## src/rtl/rou_axi_req_sched_if.sv

```systemverilog
// Bundle for the ring AXI request scheduler: ring request queues, AXI4 master
// channels, the ring response stream and scheduler status.
interface rou_axi_req_sched_if #(
    parameter int DWID = 128,
    parameter int AWID = 32,
    parameter int TWID = 5
);
    logic                wr_req_valid, wr_req_ready;
    logic [AWID-1:0]     wr_req_addr;
    logic [DWID-1:0]     wr_req_data;
    logic [DWID/8-1:0]   wr_req_strb;
    logic [TWID-1:0]     wr_req_tag;
    logic                rd_req_valid, rd_req_ready;
    logic [AWID-1:0]     rd_req_addr;
    logic [TWID-1:0]     rd_req_tag;

    logic [3:0]          awid, arid, bid, rid;
    logic [AWID-1:0]     awaddr, araddr;
    logic [7:0]          awlen, arlen;
    logic [2:0]          awsize, arsize;
    logic [1:0]          awburst, arburst;
    logic                awvalid, awready, arvalid, arready;
    logic [DWID-1:0]     wdata, rdata;
    logic [DWID/8-1:0]   wstrb;
    logic                wlast, wvalid, wready;
    logic [1:0]          bresp, rresp;
    logic                bvalid, bready, rlast, rvalid, rready;

    logic                rsp_valid, rsp_ready, rsp_is_read, rsp_err;
    logic [TWID-1:0]     rsp_tag;
    logic [DWID-1:0]     rsp_data;
    logic [4:0]          outstanding;
    logic                err_unexpected;

    modport master (
        input  wr_req_valid, wr_req_addr, wr_req_data, wr_req_strb, wr_req_tag,
        output wr_req_ready,
        input  rd_req_valid, rd_req_addr, rd_req_tag,
        output rd_req_ready,
        output awid, awaddr, awlen, awsize, awburst, awvalid,
        input  awready,
        output wdata, wstrb, wlast, wvalid,
        input  wready,
        input  bid, bresp, bvalid,
        output bready,
        output arid, araddr, arlen, arsize, arburst, arvalid,
        input  arready,
        input  rid, rdata, rresp, rlast, rvalid,
        output rready,
        output rsp_valid, rsp_is_read, rsp_tag, rsp_data, rsp_err,
        input  rsp_ready,
        output outstanding, err_unexpected
    );

    modport slave (
        output wr_req_valid, wr_req_addr, wr_req_data, wr_req_strb, wr_req_tag,
        input  wr_req_ready,
        output rd_req_valid, rd_req_addr, rd_req_tag,
        input  rd_req_ready,
        input  awid, awaddr, awlen, awsize, awburst, awvalid,
        output awready,
        input  wdata, wstrb, wlast, wvalid,
        output wready,
        output bid, bresp, bvalid,
        input  bready,
        input  arid, araddr, arlen, arsize, arburst, arvalid,
        output arready,
        output rid, rdata, rresp, rlast, rvalid,
        input  rready,
        input  rsp_valid, rsp_is_read, rsp_tag, rsp_data, rsp_err,
        output rsp_ready,
        input  outstanding, err_unexpected
    );
endinterface

```

## src/rtl/rou_axi_req_sched.sv

```systemverilog
// Ring AXI request scheduler: round-robin issue of single-beat AXI4 reads and
// writes from two ring queues, with an ID pool mapping B/R responses to ring tags.
module rou_axi_req_sched #(
    parameter int DWID   = 128,
    parameter int AWID   = 32,
    parameter int TWID   = 5,
    parameter int MAXOUT = 4
) (
    input logic clk,
    input logic rst,
    rou_axi_req_sched_if.master bus
);
    localparam int SW = DWID / 8;

    typedef enum logic [1:0] {IDLE, WR, RD} state_t;

    state_t            state;
    logic [MAXOUT-1:0] free, free_nxt;
    logic              rr_rd;
    logic [3:0]        id_q, alloc_id, rsp_id;
    logic [AWID-1:0]   addr_q;
    logic [DWID-1:0]   data_q;
    logic [SW-1:0]     strb_q;
    logic              awvalid_q, wvalid_q, arvalid_q;
    logic              rsp_valid_q, rsp_is_read_q, rsp_err_q, err_q;
    logic [TWID-1:0]   rsp_tag_q;
    logic [DWID-1:0]   rsp_data_q;
    logic [4:0]        free_cnt;
    // Storage covers the full 4-bit ID space so any bid/rid indexes it safely
    logic [TWID-1:0]   tag_mem [16];
    logic [15:0]       rd_mem, busy16;
    logic              can_acc, wr_grant, rd_grant, slot_free, b_hs, r_hs, rsp_hit, rsp_miss;

    always_comb begin
        alloc_id = '0;
        for (int i = MAXOUT - 1; i >= 0; i--)
            if (free[i]) alloc_id = 4'(i);
    end

    assign can_acc  = (state == IDLE) && (|free);
    assign wr_grant = can_acc && bus.wr_req_valid && (!bus.rd_req_valid || !rr_rd);
    assign rd_grant = can_acc && bus.rd_req_valid && (!bus.wr_req_valid || rr_rd);
    assign bus.wr_req_ready = wr_grant;
    assign bus.rd_req_ready = rd_grant;

    // B wins over R whenever both are presented
    assign slot_free  = !rsp_valid_q || bus.rsp_ready;
    assign bus.bready = slot_free;
    assign bus.rready = slot_free && !bus.bvalid;
    assign b_hs       = bus.bvalid && slot_free;
    assign r_hs       = bus.rvalid && slot_free && !bus.bvalid;
    assign rsp_id     = b_hs ? bus.bid : bus.rid;

    always_comb begin
        busy16 = '0;
        busy16[MAXOUT-1:0] = ~free;
    end

    assign rsp_hit  = (b_hs || r_hs) && busy16[rsp_id];
    assign rsp_miss = (b_hs || r_hs) && !busy16[rsp_id];

    always_comb begin
        free_nxt = free;
        for (int i = 0; i < MAXOUT; i++) begin
            if ((wr_grant || rd_grant) && alloc_id == 4'(i)) free_nxt[i] = 1'b0;
            if (rsp_hit && rsp_id == 4'(i))                  free_nxt[i] = 1'b1;
        end
    end

    always_comb begin
        free_cnt = '0;
        for (int i = 0; i < MAXOUT; i++) free_cnt = free_cnt + 5'(free[i]);
    end
    assign bus.outstanding = 5'(MAXOUT) - free_cnt;

    always_ff @(posedge clk) begin
        if (rst) begin
            state         <= IDLE;
            free          <= '1;
            rr_rd         <= 1'b1;
            id_q          <= '0;
            addr_q        <= '0;
            data_q        <= '0;
            strb_q        <= '0;
            awvalid_q     <= 1'b0;
            wvalid_q      <= 1'b0;
            arvalid_q     <= 1'b0;
            rsp_valid_q   <= 1'b0;
            rsp_is_read_q <= 1'b0;
            rsp_err_q     <= 1'b0;
            rsp_tag_q     <= '0;
            rsp_data_q    <= '0;
            err_q         <= 1'b0;
        end else begin
            free <= free_nxt;
            case (state)
                IDLE: begin
                    // rr points at the queue that did not win this grant
                    if (wr_grant) begin
                        addr_q    <= bus.wr_req_addr;
                        data_q    <= bus.wr_req_data;
                        strb_q    <= bus.wr_req_strb;
                        id_q      <= alloc_id;
                        awvalid_q <= 1'b1;
                        wvalid_q  <= 1'b1;
                        rr_rd     <= 1'b1;
                        state     <= WR;
                    end else if (rd_grant) begin
                        addr_q    <= bus.rd_req_addr;
                        id_q      <= alloc_id;
                        arvalid_q <= 1'b1;
                        rr_rd     <= 1'b0;
                        state     <= RD;
                    end
                end
                WR: begin
                    if (awvalid_q && bus.awready) awvalid_q <= 1'b0;
                    if (wvalid_q && bus.wready)   wvalid_q  <= 1'b0;
                    if ((!awvalid_q || bus.awready) && (!wvalid_q || bus.wready)) state <= IDLE;
                end
                RD: begin
                    if (bus.arready) begin
                        arvalid_q <= 1'b0;
                        state     <= IDLE;
                    end
                end
                default: state <= IDLE;
            endcase

            if (rsp_hit) begin
                rsp_valid_q   <= 1'b1;
                rsp_tag_q     <= tag_mem[rsp_id];
                rsp_is_read_q <= rd_mem[rsp_id];
                rsp_data_q    <= b_hs ? '0 : bus.rdata;
                rsp_err_q     <= b_hs ? (bus.bresp != 2'b00)
                                      : ((bus.rresp != 2'b00) || !bus.rlast);
            end else if (bus.rsp_ready) begin
                rsp_valid_q <= 1'b0;
            end
            if (rsp_miss) err_q <= 1'b1;
        end
    end

    always_ff @(posedge clk) begin
        if (wr_grant || rd_grant) begin
            tag_mem[alloc_id] <= wr_grant ? bus.wr_req_tag : bus.rd_req_tag;
            rd_mem[alloc_id]  <= rd_grant;
        end
    end

    assign bus.awid    = id_q;
    assign bus.arid    = id_q;
    assign bus.awaddr  = addr_q;
    assign bus.araddr  = addr_q;
    assign bus.awlen   = 8'd0;
    assign bus.arlen   = 8'd0;
    assign bus.awsize  = 3'($clog2(SW));
    assign bus.arsize  = 3'($clog2(SW));
    assign bus.awburst = 2'b01;
    assign bus.arburst = 2'b01;
    assign bus.awvalid = awvalid_q;
    assign bus.arvalid = arvalid_q;
    assign bus.wdata   = data_q;
    assign bus.wstrb   = strb_q;
    assign bus.wlast   = 1'b1;
    assign bus.wvalid  = wvalid_q;

    assign bus.rsp_valid      = rsp_valid_q;
    assign bus.rsp_is_read    = rsp_is_read_q;
    assign bus.rsp_tag        = rsp_tag_q;
    assign bus.rsp_data       = rsp_data_q;
    assign bus.rsp_err        = rsp_err_q;
    assign bus.err_unexpected = err_q;
endmodule

```

## src/flat_wrapper.sv

```systemverilog
// flat-port wrapper written by rule: the top's interface ports become plain ports
module rou_axi_req_sched_flat 
#(
    parameter int DWID   = 128,
    parameter int AWID   = 32,
    parameter int TWID   = 5,
    parameter int MAXOUT = 4
)
  (clk, rst, bus_wr_req_valid, bus_wr_req_addr, bus_wr_req_data, bus_wr_req_strb, bus_wr_req_tag, bus_wr_req_ready, bus_rd_req_valid, bus_rd_req_addr, bus_rd_req_tag, bus_rd_req_ready, bus_awid, bus_awaddr, bus_awlen, bus_awsize, bus_awburst, bus_awvalid, bus_awready, bus_wdata, bus_wstrb, bus_wlast, bus_wvalid, bus_wready, bus_bid, bus_bresp, bus_bvalid, bus_bready, bus_arid, bus_araddr, bus_arlen, bus_arsize, bus_arburst, bus_arvalid, bus_arready, bus_rid, bus_rdata, bus_rresp, bus_rlast, bus_rvalid, bus_rready, bus_rsp_valid, bus_rsp_is_read, bus_rsp_tag, bus_rsp_data, bus_rsp_err, bus_rsp_ready, bus_outstanding, bus_err_unexpected);
  rou_axi_req_sched_if #(.DWID(DWID), .AWID(AWID), .TWID(TWID)) bus_i ();
  input logic clk;
  input logic rst;
  input wire logic [$bits(bus_i.wr_req_valid)-1:0] bus_wr_req_valid;
  input wire logic [$bits(bus_i.wr_req_addr)-1:0] bus_wr_req_addr;
  input wire logic [$bits(bus_i.wr_req_data)-1:0] bus_wr_req_data;
  input wire logic [$bits(bus_i.wr_req_strb)-1:0] bus_wr_req_strb;
  input wire logic [$bits(bus_i.wr_req_tag)-1:0] bus_wr_req_tag;
  output wire logic [$bits(bus_i.wr_req_ready)-1:0] bus_wr_req_ready;
  input wire logic [$bits(bus_i.rd_req_valid)-1:0] bus_rd_req_valid;
  input wire logic [$bits(bus_i.rd_req_addr)-1:0] bus_rd_req_addr;
  input wire logic [$bits(bus_i.rd_req_tag)-1:0] bus_rd_req_tag;
  output wire logic [$bits(bus_i.rd_req_ready)-1:0] bus_rd_req_ready;
  output wire logic [$bits(bus_i.awid)-1:0] bus_awid;
  output wire logic [$bits(bus_i.awaddr)-1:0] bus_awaddr;
  output wire logic [$bits(bus_i.awlen)-1:0] bus_awlen;
  output wire logic [$bits(bus_i.awsize)-1:0] bus_awsize;
  output wire logic [$bits(bus_i.awburst)-1:0] bus_awburst;
  output wire logic [$bits(bus_i.awvalid)-1:0] bus_awvalid;
  input wire logic [$bits(bus_i.awready)-1:0] bus_awready;
  output wire logic [$bits(bus_i.wdata)-1:0] bus_wdata;
  output wire logic [$bits(bus_i.wstrb)-1:0] bus_wstrb;
  output wire logic [$bits(bus_i.wlast)-1:0] bus_wlast;
  output wire logic [$bits(bus_i.wvalid)-1:0] bus_wvalid;
  input wire logic [$bits(bus_i.wready)-1:0] bus_wready;
  input wire logic [$bits(bus_i.bid)-1:0] bus_bid;
  input wire logic [$bits(bus_i.bresp)-1:0] bus_bresp;
  input wire logic [$bits(bus_i.bvalid)-1:0] bus_bvalid;
  output wire logic [$bits(bus_i.bready)-1:0] bus_bready;
  output wire logic [$bits(bus_i.arid)-1:0] bus_arid;
  output wire logic [$bits(bus_i.araddr)-1:0] bus_araddr;
  output wire logic [$bits(bus_i.arlen)-1:0] bus_arlen;
  output wire logic [$bits(bus_i.arsize)-1:0] bus_arsize;
  output wire logic [$bits(bus_i.arburst)-1:0] bus_arburst;
  output wire logic [$bits(bus_i.arvalid)-1:0] bus_arvalid;
  input wire logic [$bits(bus_i.arready)-1:0] bus_arready;
  input wire logic [$bits(bus_i.rid)-1:0] bus_rid;
  input wire logic [$bits(bus_i.rdata)-1:0] bus_rdata;
  input wire logic [$bits(bus_i.rresp)-1:0] bus_rresp;
  input wire logic [$bits(bus_i.rlast)-1:0] bus_rlast;
  input wire logic [$bits(bus_i.rvalid)-1:0] bus_rvalid;
  output wire logic [$bits(bus_i.rready)-1:0] bus_rready;
  output wire logic [$bits(bus_i.rsp_valid)-1:0] bus_rsp_valid;
  output wire logic [$bits(bus_i.rsp_is_read)-1:0] bus_rsp_is_read;
  output wire logic [$bits(bus_i.rsp_tag)-1:0] bus_rsp_tag;
  output wire logic [$bits(bus_i.rsp_data)-1:0] bus_rsp_data;
  output wire logic [$bits(bus_i.rsp_err)-1:0] bus_rsp_err;
  input wire logic [$bits(bus_i.rsp_ready)-1:0] bus_rsp_ready;
  output wire logic [$bits(bus_i.outstanding)-1:0] bus_outstanding;
  output wire logic [$bits(bus_i.err_unexpected)-1:0] bus_err_unexpected;
  assign bus_i.wr_req_valid = bus_wr_req_valid;
  assign bus_i.wr_req_addr = bus_wr_req_addr;
  assign bus_i.wr_req_data = bus_wr_req_data;
  assign bus_i.wr_req_strb = bus_wr_req_strb;
  assign bus_i.wr_req_tag = bus_wr_req_tag;
  assign bus_wr_req_ready = bus_i.wr_req_ready;
  assign bus_i.rd_req_valid = bus_rd_req_valid;
  assign bus_i.rd_req_addr = bus_rd_req_addr;
  assign bus_i.rd_req_tag = bus_rd_req_tag;
  assign bus_rd_req_ready = bus_i.rd_req_ready;
  assign bus_awid = bus_i.awid;
  assign bus_awaddr = bus_i.awaddr;
  assign bus_awlen = bus_i.awlen;
  assign bus_awsize = bus_i.awsize;
  assign bus_awburst = bus_i.awburst;
  assign bus_awvalid = bus_i.awvalid;
  assign bus_i.awready = bus_awready;
  assign bus_wdata = bus_i.wdata;
  assign bus_wstrb = bus_i.wstrb;
  assign bus_wlast = bus_i.wlast;
  assign bus_wvalid = bus_i.wvalid;
  assign bus_i.wready = bus_wready;
  assign bus_i.bid = bus_bid;
  assign bus_i.bresp = bus_bresp;
  assign bus_i.bvalid = bus_bvalid;
  assign bus_bready = bus_i.bready;
  assign bus_arid = bus_i.arid;
  assign bus_araddr = bus_i.araddr;
  assign bus_arlen = bus_i.arlen;
  assign bus_arsize = bus_i.arsize;
  assign bus_arburst = bus_i.arburst;
  assign bus_arvalid = bus_i.arvalid;
  assign bus_i.arready = bus_arready;
  assign bus_i.rid = bus_rid;
  assign bus_i.rdata = bus_rdata;
  assign bus_i.rresp = bus_rresp;
  assign bus_i.rlast = bus_rlast;
  assign bus_i.rvalid = bus_rvalid;
  assign bus_rready = bus_i.rready;
  assign bus_rsp_valid = bus_i.rsp_valid;
  assign bus_rsp_is_read = bus_i.rsp_is_read;
  assign bus_rsp_tag = bus_i.rsp_tag;
  assign bus_rsp_data = bus_i.rsp_data;
  assign bus_rsp_err = bus_i.rsp_err;
  assign bus_i.rsp_ready = bus_rsp_ready;
  assign bus_outstanding = bus_i.outstanding;
  assign bus_err_unexpected = bus_i.err_unexpected;
  rou_axi_req_sched #(.DWID(DWID), .AWID(AWID), .TWID(TWID), .MAXOUT(MAXOUT)) u_core (.clk(clk), .rst(rst), .bus(bus_i));
endmodule
```

## config.mk

```make
export PLATFORM = sky130hd
export DESIGN_NAME = rou_axi_req_sched_flat
export DESIGN_NICKNAME = d
export VERILOG_FILES = /design/src/rtl/rou_axi_req_sched_if.sv /design/src/rtl/rou_axi_req_sched.sv /design/src/flat_wrapper.sv
export SDC_FILE = /design/constraint.sdc
export NUM_CORES = 1
export LEC_CHECK = 0
export BUFFER_PORTS_ARGS = -buffer_cell sky130_fd_sc_hd__buf_4
export CAP_MARGIN = 20
export CORE_AREA = 2 2 294 296
export CTS_BUF_LIST = sky130_fd_sc_hd__clkbuf_8 sky130_fd_sc_hd__clkbuf_16
export DETAILED_ROUTE_END_ITERATION = 10
export DIE_AREA = 0 0 296 298
export PLACE_DENSITY = 0.48
export SYNTH_ARGS = -nofsm -noshare
export SYNTH_HDL_FRONTEND = slang
export SYNTH_SLANG_ARGS = --single-unit
```

## constraint.sdc

```tcl
create_clock -name clk -period 2.9 [get_ports clk]
set_clock_uncertainty 0.15 [all_clocks]
set_input_delay 0.58 -clock clk [delete_from_list [all_inputs] [get_ports clk]]
set_output_delay 0.58 -clock clk [all_outputs]
set_load 0.01 [all_outputs]
```

==> reports/metrics.yaml, run 1 <==
outcome:
  status: "finished, final reports clean"
detailed_routing:
  vias: 13758
  drtIter0Drc: 564
  ant_nets: 0
  avgViaCountPerCell: 3.925
  drc: 0
  avgRoutedWirePerCell_um: 16.92
  wirelength_mm: 59.29
  first_pass_iters: 5
critical_path:
  end_kind: "output pin"
  r2r_cells: 11
  crit_path_end: "bus_outstanding[2]"
  r2r-end: "u_core.bus.wdata[112]"
  cp_slowest_cell: "dfxtp_4"
  worst_path_most_repeated_cell: "ha_4"
  rrSetupSlack_ns: 0.33
  worstPathArrival_ns: 2.08
  cp_slowest_stage_delay_ns: 0.36
  crit_type: "reg -> out"
  crit_buf_inv: 5
  critPathLaunch: "u_core.free[1]"
  crit_family: "adder cells"
  crit_cells: 9
  path_cells: "buf_4 -> ha_4 -> ha_4 -> inv_1 -> ha_4 -> inv_2 -> ha_4 -> inv_1 -> buf_6"
  rr_startpoint: "u_core.free[2]"
  cp.required_ns: 2.17
  crit_fanout: 4
  critPathLaunchType: "flip-flop"
global_route:
  antenna_found_initial: 3
  grt_max_degree: 91
  grt_pass1_vias: 13459
  overflow: 0
  grt_pass1_wl_mm: 85.21
  grt_usage_pct: 12.65
placement:
  dpl.hpwl_mm: 44.29
  place.gp.congestion: 0.8325
  dp_slack_ns: 0.1548
  dpl_cell_area_um2: 20550
  portBuffers: 729
  dp.cells: 3419
logic_synthesis:
  synth_seq_cells: 349
  synth_top_area_share_pct: 46.51
  synth_warnings: 0
  synth_area_leaders: "dfxtp_1 47%, nand2_1 14%, a21oi_1 9.1%, edfxtp_1 5.2%, buf_4 3.6%"
  syn_inst: 1668
  seq_area_frac_synth_pct: 51.66
  synthFlopType: "dfxtp_1"
  synth_top_area_cell: "dfxtp_1"
  postSynth.asyncResetShare_pct: 0
  synth_area_um2: 13990
  yosysUniqueCellTypes: 48
  synth_edf_count: 24
  syn_avg_cell_area_um2: 8.387
finish:
  most-common-layout-cells: "760 x buf_4, 512 x nand2_1, 321 x dfxtp_1, 253 x a21oi_1, 98 x nand3_1"
  final_common_cell: "buf_4"
  fillCellCount: 9401
  instances_no_fill: 3505
  fin_nets: 2707
  post-route-util_pct: 25.94
  drive_above_1_share_pct: 40.38
  fin_area_um2: 22020
  area_growth_pct: 57.40
timing:
  rsz0062_at_grt: "false"
  finalHoldWorstSlack_ns: 0.09740
  slew_violations: 0
  fin_setup_tns_ns: 0
  max_freq_mhz: 355.3
  min_period_ns: 2.815
  finalSetupViolations: 0
  finalWorstSetupSlack_ns: 0.08550
  fin_crit_sh_pct: 97.05
  final_hold_viol_count: 0
pwr:
  clkPwrFrac_pct: 40.1
  netSwitchingPower_mw: 3.686
  combPwrFrac_pct: 18.6
  pwr_density_cell_nw_per_um2: 585.8
  p_int_mw: 9.213
  irDropWorstVdd_mv: 0.3909
  p_leak_nw: 9.268
  finalPower_mw: 12.90
  power_frac_seq_pct: 41.3
  swShare_pct: 28.57
clock_tree:
  htree_num_levels: 2
  max-clock-path-buffers: 3
  cts_buffers: 43
  cts.sinks: 349
  cts-root-buf: "clkbuf_16"
  clk_pin_slew_worst_paths_ns: 0.06
  tritoncts: "yes"
  clock_latency_ns: 0.57
floorplanning:
  die_h_um: 298
  core_area_um2: 84880
  dieArea_um2: 88210
  die_w_um: 296
  boundaryPins: 761
  initial_core_util_pct: 16.48
  row_count: 107
min_path:
  worst_hold_path_type: "in -> reg"
job:
  drv_cap: 0
## worst min-delay path by stage
| stage | slack, ns | start | cells past startpoint | endpoint |
|---|---|---|---|---|
| 6_report | 0.1 | bus_wr_req_data[115] | 3 | u_core.bus.wdata[115] |
| 5_1_grt | 0.07 | bus_wr_req_data[105] | 3 | u_core.bus.wdata[105] |
| 4_1_cts | 0.05 | bus_wr_req_data[106] | 3 | u_core.bus.wdata[106] |
| 3_5_place_dp | 0.29 | u_core.bus.rsp_data[40] | 2 | u_core.bus.rsp_data[40] |
| 3_3_place_gp | 0.29 | u_core.bus.rsp_data[26] | 2 | u_core.bus.rsp_data[26] |
| 2_1_floorplan | 0.28 | u_core.state[0] | 1 | u_core.state[1] |
## power by group through the flow
stage          logic [mW]  registers [mW]  clock network, mW
2_1_floorplan        1.00            5.50                  0
3_3_place_gp         2.41            5.42                  0
3_5_place_dp         2.40            5.43                  0
4_1_cts              2.45            5.33               5.39
5_1_grt              2.63            5.35               5.56
6_report             2.40            5.32               5.17
## registers in the layout, indices dropped and copies added (netlist names)
name                       flops
u_core.rr_rd                   1
u_core.bus.rsp_is_read         1
u_core.bus.rsp_data          128
u_core.free                    4
u_core.bus.araddr             32
u_core.bus.err_unexpected      1
u_core.tag_mem                20
u_core.bus.arid                2
u_core.state                   2
u_core.bus.wstrb              16
u_core.rd_mem                  4
u_core.bus.rsp_tag             5
u_core.bus.wvalid              1
u_core.bus.arvalid             1
u_core.bus.wdata             128
u_core.bus.awvalid             1
u_core.bus.rsp_err             1
u_core.bus.rsp_valid           1
## Yosys cell counts (2+ instances only)
cell / n
o221ai_1: 2
edfxtp_1: 24
clkbuf_1: 73
o21a_1: 2
o211ai_1: 2
inv_1: 21
nor2_1: 48
nand2b_1: 3
buf_1: 4
dfxtp_1: 325
o21ai_1: 2
nor3b_1: 2
o211ai_2: 5
and2_1: 3
a311oi_1: 33
ha_1: 11
nand3_2: 34
nand2_1: 513
buf_12: 4
o21ai_0: 2
conb_1: 2
a21oi_2: 39
mux2_2: 5
nor3_1: 3
a211o_1: 5
buf_4: 68
nor2b_1: 3
and3_1: 3
a21oi_1: 253
a211oi_1: 9
nand3_1: 100
buf_2: 49
## cells by family after synthesis
kind of cell,after synthesis,synth area share (%)
AND/OR/NAND/NOR,716,22.09
AO/OA/AOI/OAI,363,15.96
flip-flops,349,51.66
buffers and inverters,222,8.854
adder cells (fa/ha/maj),11,0.9838
multiplexers,5,0.4024
other,2,0.05368
## what timing repair did
| action | 4_1_cts | 5_1_grt |
|---|---|---|
| gates resized for setup | 16 | 6 |
| hold buffers | 0 | 0 |
| pin swaps | 2 | 2 |
| endpoints found under the setup margin | 6 | 1 |
| buffers inserted | 6 | 1 |
## worst reg2reg max path, delay by kind of cell (launching register included)
| kind | cells | cell delay [ns] |
|---|---|---|
| buffers and inverters | 6 | 1.21 |
| and+or+nand+nor | 2 | 0.21 |
| AOI/OAI and AO/OA | 2 | 0.35 |
| DFF | 1 | 0.36 |
| adders and majority gates | 1 | 0.22 |
## per-layer routing
| layer | part of all wire [%] | global-route usage, % | vias to the layer above |
|---|---|---|---|
| li1 | - | - | 6794 |
| met1 | 40 | 14.91 | 6392 |
| met2 | 49 | 21.77 | 493 |
| met3 | 8.6 | 3.857 | 75 |
| met4 | 2.6 | 3.956 | 4 |
| met5 | 0.044 | 0 | - |
## area by class of cell
class,instances,area (µm²),share of cell area (%)
Timing Repair Buffer,785,6183,28.08
Inverter,22,95.09,0.4318
Multi-Input combinational cell,1126,5739,26.06
Tap cell,1144,1431,6.500
Clock inverter,33,214.0,0.9716
Clock buffer,45,1115,5.063
Antenna cell,1,2.502,0.01136
Sequential cell,349,7239,32.88
Note: power is estimated with default switching activity, not from simulation.
==> inputs of run 2 (changes only) <==
Settings changed: CORE_AREA 2 2 294 296 to 2 2 295 297, DIE_AREA 0 0 296 298 to 0 0 297 299, MAX_ROUTING_LAYER set to met4.
==> run 2 against run 1 <==
Net effect: final area up 0.66%; highest routed layer is now met4; total power up 1.1%; sequential share of layout area down 0.24 points; fmax up 0.63%.
==> reports/metrics.yaml, run 2 (synthesized netlist as in run 1, its figures left out) <==
critical_path:
  cp_slowest_stage_delay_ns: 0.33
  crit_cells: 9
  crit_family: "adder cells"
  critPathLaunchType: "flip-flop"
  crit_type: "reg -> out"
  r2r_cells: 11
  cp.required_ns: 2.17
  crit_buf_inv: 5
  crit_fanout: 4
  cp_slowest_cell: "dfxtp_2"
  end_kind: "output pin"
  worstPathArrival_ns: 2.07
  worst_path_most_repeated_cell: "ha_4"
  path_cells: "buf_6 -> ha_4 -> ha_4 -> inv_1 -> ha_1 -> inv_2 -> ha_4 -> inv_2 -> buf_6"
pwr:
  irDropWorstVdd_mv: 0.3293
  pwr_density_cell_nw_per_um2: 588.4
  p_leak_nw: 9.310
finish:
  final_common_cell: "buf_4"
  area_growth_pct: 58.44
  drive_above_1_share_pct: 40.97
  most-common-layout-cells: "769 x buf_4, 512 x nand2_1, 321 x dfxtp_1, 253 x a21oi_1, 98 x nand3_1"
  fillCellCount: 9498
  fin_nets: 2717
clock_tree:
  htree_num_levels: 2
  cts.sinks: 349
  hold_buffers: 0
  cts_buffers: 43
  tritoncts: "yes"
  clock_latency_ns: 0.59
  cts-root-buf: "clkbuf_16"
  max-clock-path-buffers: 3
  clk_pin_slew_worst_paths_ns: 0.06
job:
  drv_cap: 0
floorplanning:
  dieArea_um2: 88800
  die_w_um: 297
  core_area_um2: 85940
  die_h_um: 299
  initial_core_util_pct: 16.28
  row_count: 108
  boundaryPins: 761
global_route:
  grt_util_met2_pct: 21.70
  antenna_found_initial: 4
  grt_usage_pct: 12.85
  grt.met1_usage_pct: 14.90
  overflow: 0
  top_usage_layer: "met2"
  gr-usage-met3_pct: 3.715
  grt_max_degree: 89
  grt_pass1_vias: 13341
  grt_pass1_wl_mm: 85.48
timing:
  relSlewSlack_pct: 64.03
  rsz0062_at_grt: "false"
  slew_violations: 0
  fin_setup_tns_ns: 0
  finalSetupViolations: 0
  finalHoldWorstSlack_ns: 0.08908
  max_freq_mhz: 357.5
  tightest_slew_ns: 0.5395
  min_period_ns: 2.797
  final_hold_viol_count: 0
  fin_crit_sh_pct: 96.45
detailed_routing:
  first_pass_iters: 5
  vias: 13773
  avgRoutedWirePerCell_um: 16.65
  drtIter0Drc: 658
  avgViaCountPerCell: 3.904
  drc: 0
  wirelength_mm: 58.73
  ant_nets: 0
placement:
  place.gp.congestion: 0.8151
  dpl.hpwl_mm: 44.01
  portBuffers: 729
min_path:
  hold_depth: 3
  worst_hold_path_type: "in -> reg"
outcome:
  status: "finished, final reports clean"
[run 2: cell count changes in the layout (fill, tap and decap cells not counted), moves of 3 or more]
cell / previous run / this run
buf_4: 760 / 769
inv_1: 33 / 27
clkinv_2: 10 / 6
clkbuf_8: 1 / 4
inv_2: 2 / 5
inv_6: 2 / 5
[run 2: power breakdown]
| group | leakage, nW | internal (mW) | switching (mW) | total [mW] |
|---|---|---|---|---|
| registers | 2.87 | 5.14 | 0.191 | 5.33 |
| clock network | 0.722 | 3.07 | 2.23 | 5.30 |
| logic | 5.72 | 1.13 | 1.28 | 2.41 |
[run 2: per-stage QoR]
step | utilization (%) | area [µm²] | instances | setup slack [ns] | power [mW]
2_1_floorplan | - | 14100 | 1697 | 0.4603 | 6.502
3_3_place_gp | 24.02 | 20640 | 3441 | 0.2554 | 7.832
3_5_place_dp | 24.02 | 20640 | 3441 | 0.2285 | 7.833
4_1_cts | 25.74 | 22120 | 3524 | 0.001098 | 13.30
5_1_grt | 25.78 | 22160 | 3526 | 0.004988 | 13.69
6_report | 25.79 | 22170 | 3528 | 0.1031 | 13.04
[run 2: final timing paths]
| kind | slack, ns | startpoint | end |
|---|---|---|---|
| worst max-delay path | 0.10 | u_core.free[1] | bus_outstanding[2] |
| worst min-delay path | 0.09 | bus_wr_req_data[124] | u_core.bus.wdata[124] |
| worst max register to register | 0.32 | u_core.free[2] | u_core.bus.araddr[29] |
| worst min register to register | 0.30 | u_core.bus.rsp_data[33] | u_core.bus.rsp_data[33] |
[run 2: area by class of cell]
class                           count  area (µm²)  share of cell area (%)
Clock buffer                       47        1131                   5.103
Multi-Input combinational cell   1126        5749                   25.94
Antenna cell                        3       7.507                 0.03387
Sequential cell                   349        7234                   32.64
Timing Repair Buffer              795        6262                   28.25
Inverter                           22       97.59                  0.4403
Clock inverter                     31       237.7                   1.073
Tap cell                         1155        1445                   6.520
[run 2: repair_timing]
item                                    4_1_cts  5_1_grt
endpoints found under the setup margin        5        3
hold endpoints to repair                      0        0
cloned                                        0        0
buffers inserted                              5        1
gates resized for setup                      19        6
[run 2: metal layers]
metal | wire (µm) | vias up
met5 | 0 | -
met4 | 1296 | 0
met3 | 4360 | 67
met2 | 29050 | 495
met1 | 24020 | 6399
li1 | - | 6812
[run 2: tightest hold or removal path, delay by kind of cell]
family	cells	cell delay [ns]
AOI/OAI and AO/OA	1	0.05
buffers and inverters	1	0.11
and+or+nand+nor	1	0.04
==> inputs of run 3 (changes only) <==
Settings changed: ABC_AREA set to 1, CORE_AREA 2 2 295 297 to 2 2 293 295, DIE_AREA 0 0 297 299 to 0 0 295 297, PLACE_DENSITY 0.48 to 0.5, SLEW_MARGIN set to 10.
==> run 3 against run 2 <==
Net effect: sequential share of layout area down 2.0 points; non-clock buffer count down 4; register-to-register slack better by 0.33 ns; synthesized cell count up 36%; first-iteration DRC count up 1.4%; clock power up 7.0%; critical path type unchanged; global-route usage up 1.3 points; count of clock-buffer cells in the layout down 1; flip-flop and latch count unchanged; setup slack better by 0.0082 ns.
==> reports/metrics.yaml, run 3 <==
finish:
  final_common_cell: "buf_4"
  area_growth_pct: 52.28
  post-route-util_pct: 27.95
  fillCellCount: 9380
  drive_above_1_share_pct: 32.24
  fin_nets: 3304
  most-common-layout-cells: "775 x buf_4, 542 x nand2_1, 447 x nor2_1, 321 x dfxtp_1, 245 x inv_1"
clock_tree:
  max-clock-path-buffers: 3
  htree_num_levels: 2
  cts.sinks: 349
  clk_pin_slew_worst_paths_ns: 0.06
  clock_latency_ns: 0.57
  cts-root-buf: "clkbuf_16"
  tritoncts: "yes"
  cts_buffers: 43
timing:
  final_hold_viol_count: 0
  max_freq_mhz: 358.6
  relSlewSlack_pct: 51.29
  finalSetupViolations: 0
  finalHoldWorstSlack_ns: 0.07531
  fin_setup_tns_ns: 0
  rsz0062_at_grt: "false"
  fin_crit_sh_pct: 96.16
  slew_violations: 0
  tightest_slew_ns: 0.7307
  min_period_ns: 2.789
  finalWorstSetupSlack_ns: 0.1112
pwr:
  clkPwrFrac_pct: 39.1
  irDropWorstVdd_mv: 0.3496
  power_frac_seq_pct: 38.5
  finalPower_mw: 14.50
  swShare_pct: 29.51
  p_leak_nw: 11.88
  pwr_density_cell_nw_per_um2: 614.2
  combPwrFrac_pct: 22.4
  netSwitchingPower_mw: 4.280
  p_int_mw: 10.22
critical_path:
  crit_fanout: 3
  end_kind: "output pin"
  critPathLaunchType: "flip-flop"
  worstPathArrival_ns: 2.06
  cp.required_ns: 2.17
  crit_type: "reg -> out"
logic_synthesis:
  synth_area_leaders: "dfxtp_1 42%, nand2_1 13%, nor2_1 11%, inv_1 5.9%, o21ai_0 5.8%"
  synth_seq_cells: 349
  postSynth.asyncResetShare_pct: 0
  synth_area_um2: 15500
  synth_top_area_cell: "dfxtp_1"
  yosysUniqueCellTypes: 28
  synth_top_area_share_pct: 41.97
  syn_inst: 2267
  seq_area_frac_synth_pct: 46.61
  synth_common_cells: "542 x nand2_1, 449 x nor2_1, 325 x dfxtp_1"
  syn_avg_cell_area_um2: 6.839
  synthFlopType: "dfxtp_1"
  synth_most_common_cell: "nand2_1"
  synth_warnings: 0
  synth_edf_count: 24
floorplanning:
  die_h_um: 297
  boundaryPins: 761
  die_w_um: 295
  row_count: 107
  dieArea_um2: 87620
  initial_core_util_pct: 18.35
  core_area_um2: 84480
placement:
  dp_slack_ns: 0.2803
  dpl.hpwl_mm: 47.20
  place.gp.congestion: 0.8355
  portBuffers: 729
min_path:
  worst_hold_path_type: "in -> reg"
global_route:
  grt_pass1_wl_mm: 92.67
  grt_usage_pct: 14.16
  grt_pass1_vias: 15078
  grt_max_degree: 126
  antenna_found_initial: 13
  overflow: 0
detailed_routing:
  wirelength_mm: 63.87
  ant_nets: 0
  avgRoutedWirePerCell_um: 15.54
  drtIter0Drc: 667
  drc: 0
  vias: 15725
  avgViaCountPerCell: 3.827
  first_pass_iters: 5
outcome:
  status: "finished, final reports clean"
job:
  drv_cap: 0
## run 3: cell count changes after synthesis, sizes merged, moves of 5 or more
cell and delta:
nand2 +38, o211ai -6, a211oi -8, mux2 -5, a21oi -283, a311oi -33, a31oi +32, clkbuf +12
nand3 +21, nor2 +402, o21ai +181, inv +284, a211o -5
## run 3: power by group through the flow
stage,combinational [mW],sequential (mW),clock [mW]
after floorplan,1.42,5.82,0
after global placement,3.25,5.67,0
after detailed placement,3.24,5.67,0
after CTS,3.30,5.58,5.87
after global routing,3.60,5.63,6.05
final,3.25,5.58,5.67
## run 3: layout make-up
type / instances / area (µm²) / share of cell area (%)
diodes: 9 / 22.52 / 0.09539
well taps: 1144 / 1431 / 6.063
multi-input cells: 1432 / 6148 / 26.04
clock inverters: 31 / 334.1 / 1.415
flip-flops and latches: 349 / 7242 / 30.67
repair buffers: 791 / 6130 / 25.96
inverters: 307 / 1172 / 4.966
clock buffers: 46 / 1129 / 4.780
## run 3: critical path, stage by stage, from the launching register on
cell	delay, ns
dfxtp_4	0.36
ha_2	0.19
ha_1	0.29
inv_2	0.07
ha_4	0.14
inv_2	0.04
ha_4	0.26
inv_2	0.03
buf_6	0.11
## run 3: what timing repair did
| action | 4_1_cts | 5_1_grt |
|---|---|---|
| pin swaps | 2 | 0 |
| resized for setup | 23 | 4 |
| endpoints found under the setup margin | 3 | 1 |
| setup buffers | 4 | 1 |
| hold buffers | 0 | 0 |
## run 3: path summary, 6_finish.rpt
check,startpoint,to,slack [ns],depth (start not counted)
setup / recovery,u_core.free[2],bus_outstanding[2],0.11,8
hold / removal,bus_wr_req_data[35],u_core.bus.wdata[35],0.08,3
setup reg to reg,u_core.bus.rsp_valid,u_core.bus.rsp_data[31],0.65,12
hold reg to reg,u_core.bus.arvalid,u_core.bus.arvalid,0.32,2
## run 3: metrics by stage
stage / std cells / cell area, µm²
floorplan: 2296 / 15610
global placement: 4018 / 22000
detailed placement: 4018 / 22000
CTS: 4099 / 23570
global route: 4109 / 23610
finish: 4109 / 23610
## run 3: logic make-up (layout without fill, tap and decap cells)
family | count (synthesis) | after routing | synth area share [%]
flip-flops | 349 | 349 | 46.61
buffers and inverters | 515 | 1175 | 14.95
other | 2 | 40 | 0.04844
adder cells (fa/ha/maj) | 11 | 11 | 0.8877
AO/OA/AOI/OAI | 229 | 229 | 7.683
AND/OR/NAND/NOR | 1161 | 1161 | 29.82
## run 3: layer usage
| metal | part of all wire [%] | track usage [%] | vias to the layer above |
|---|---|---|---|
| li1 | - | - | 8102 |
| met1 | 39 | 15.39 | 7002 |
| met2 | 49 | 24.13 | 524 |
| met3 | 8.7 | 4.595 | 97 |
| met4 | 2.6 | 4.810 | 0 |
| met5 | 0 | - | - |
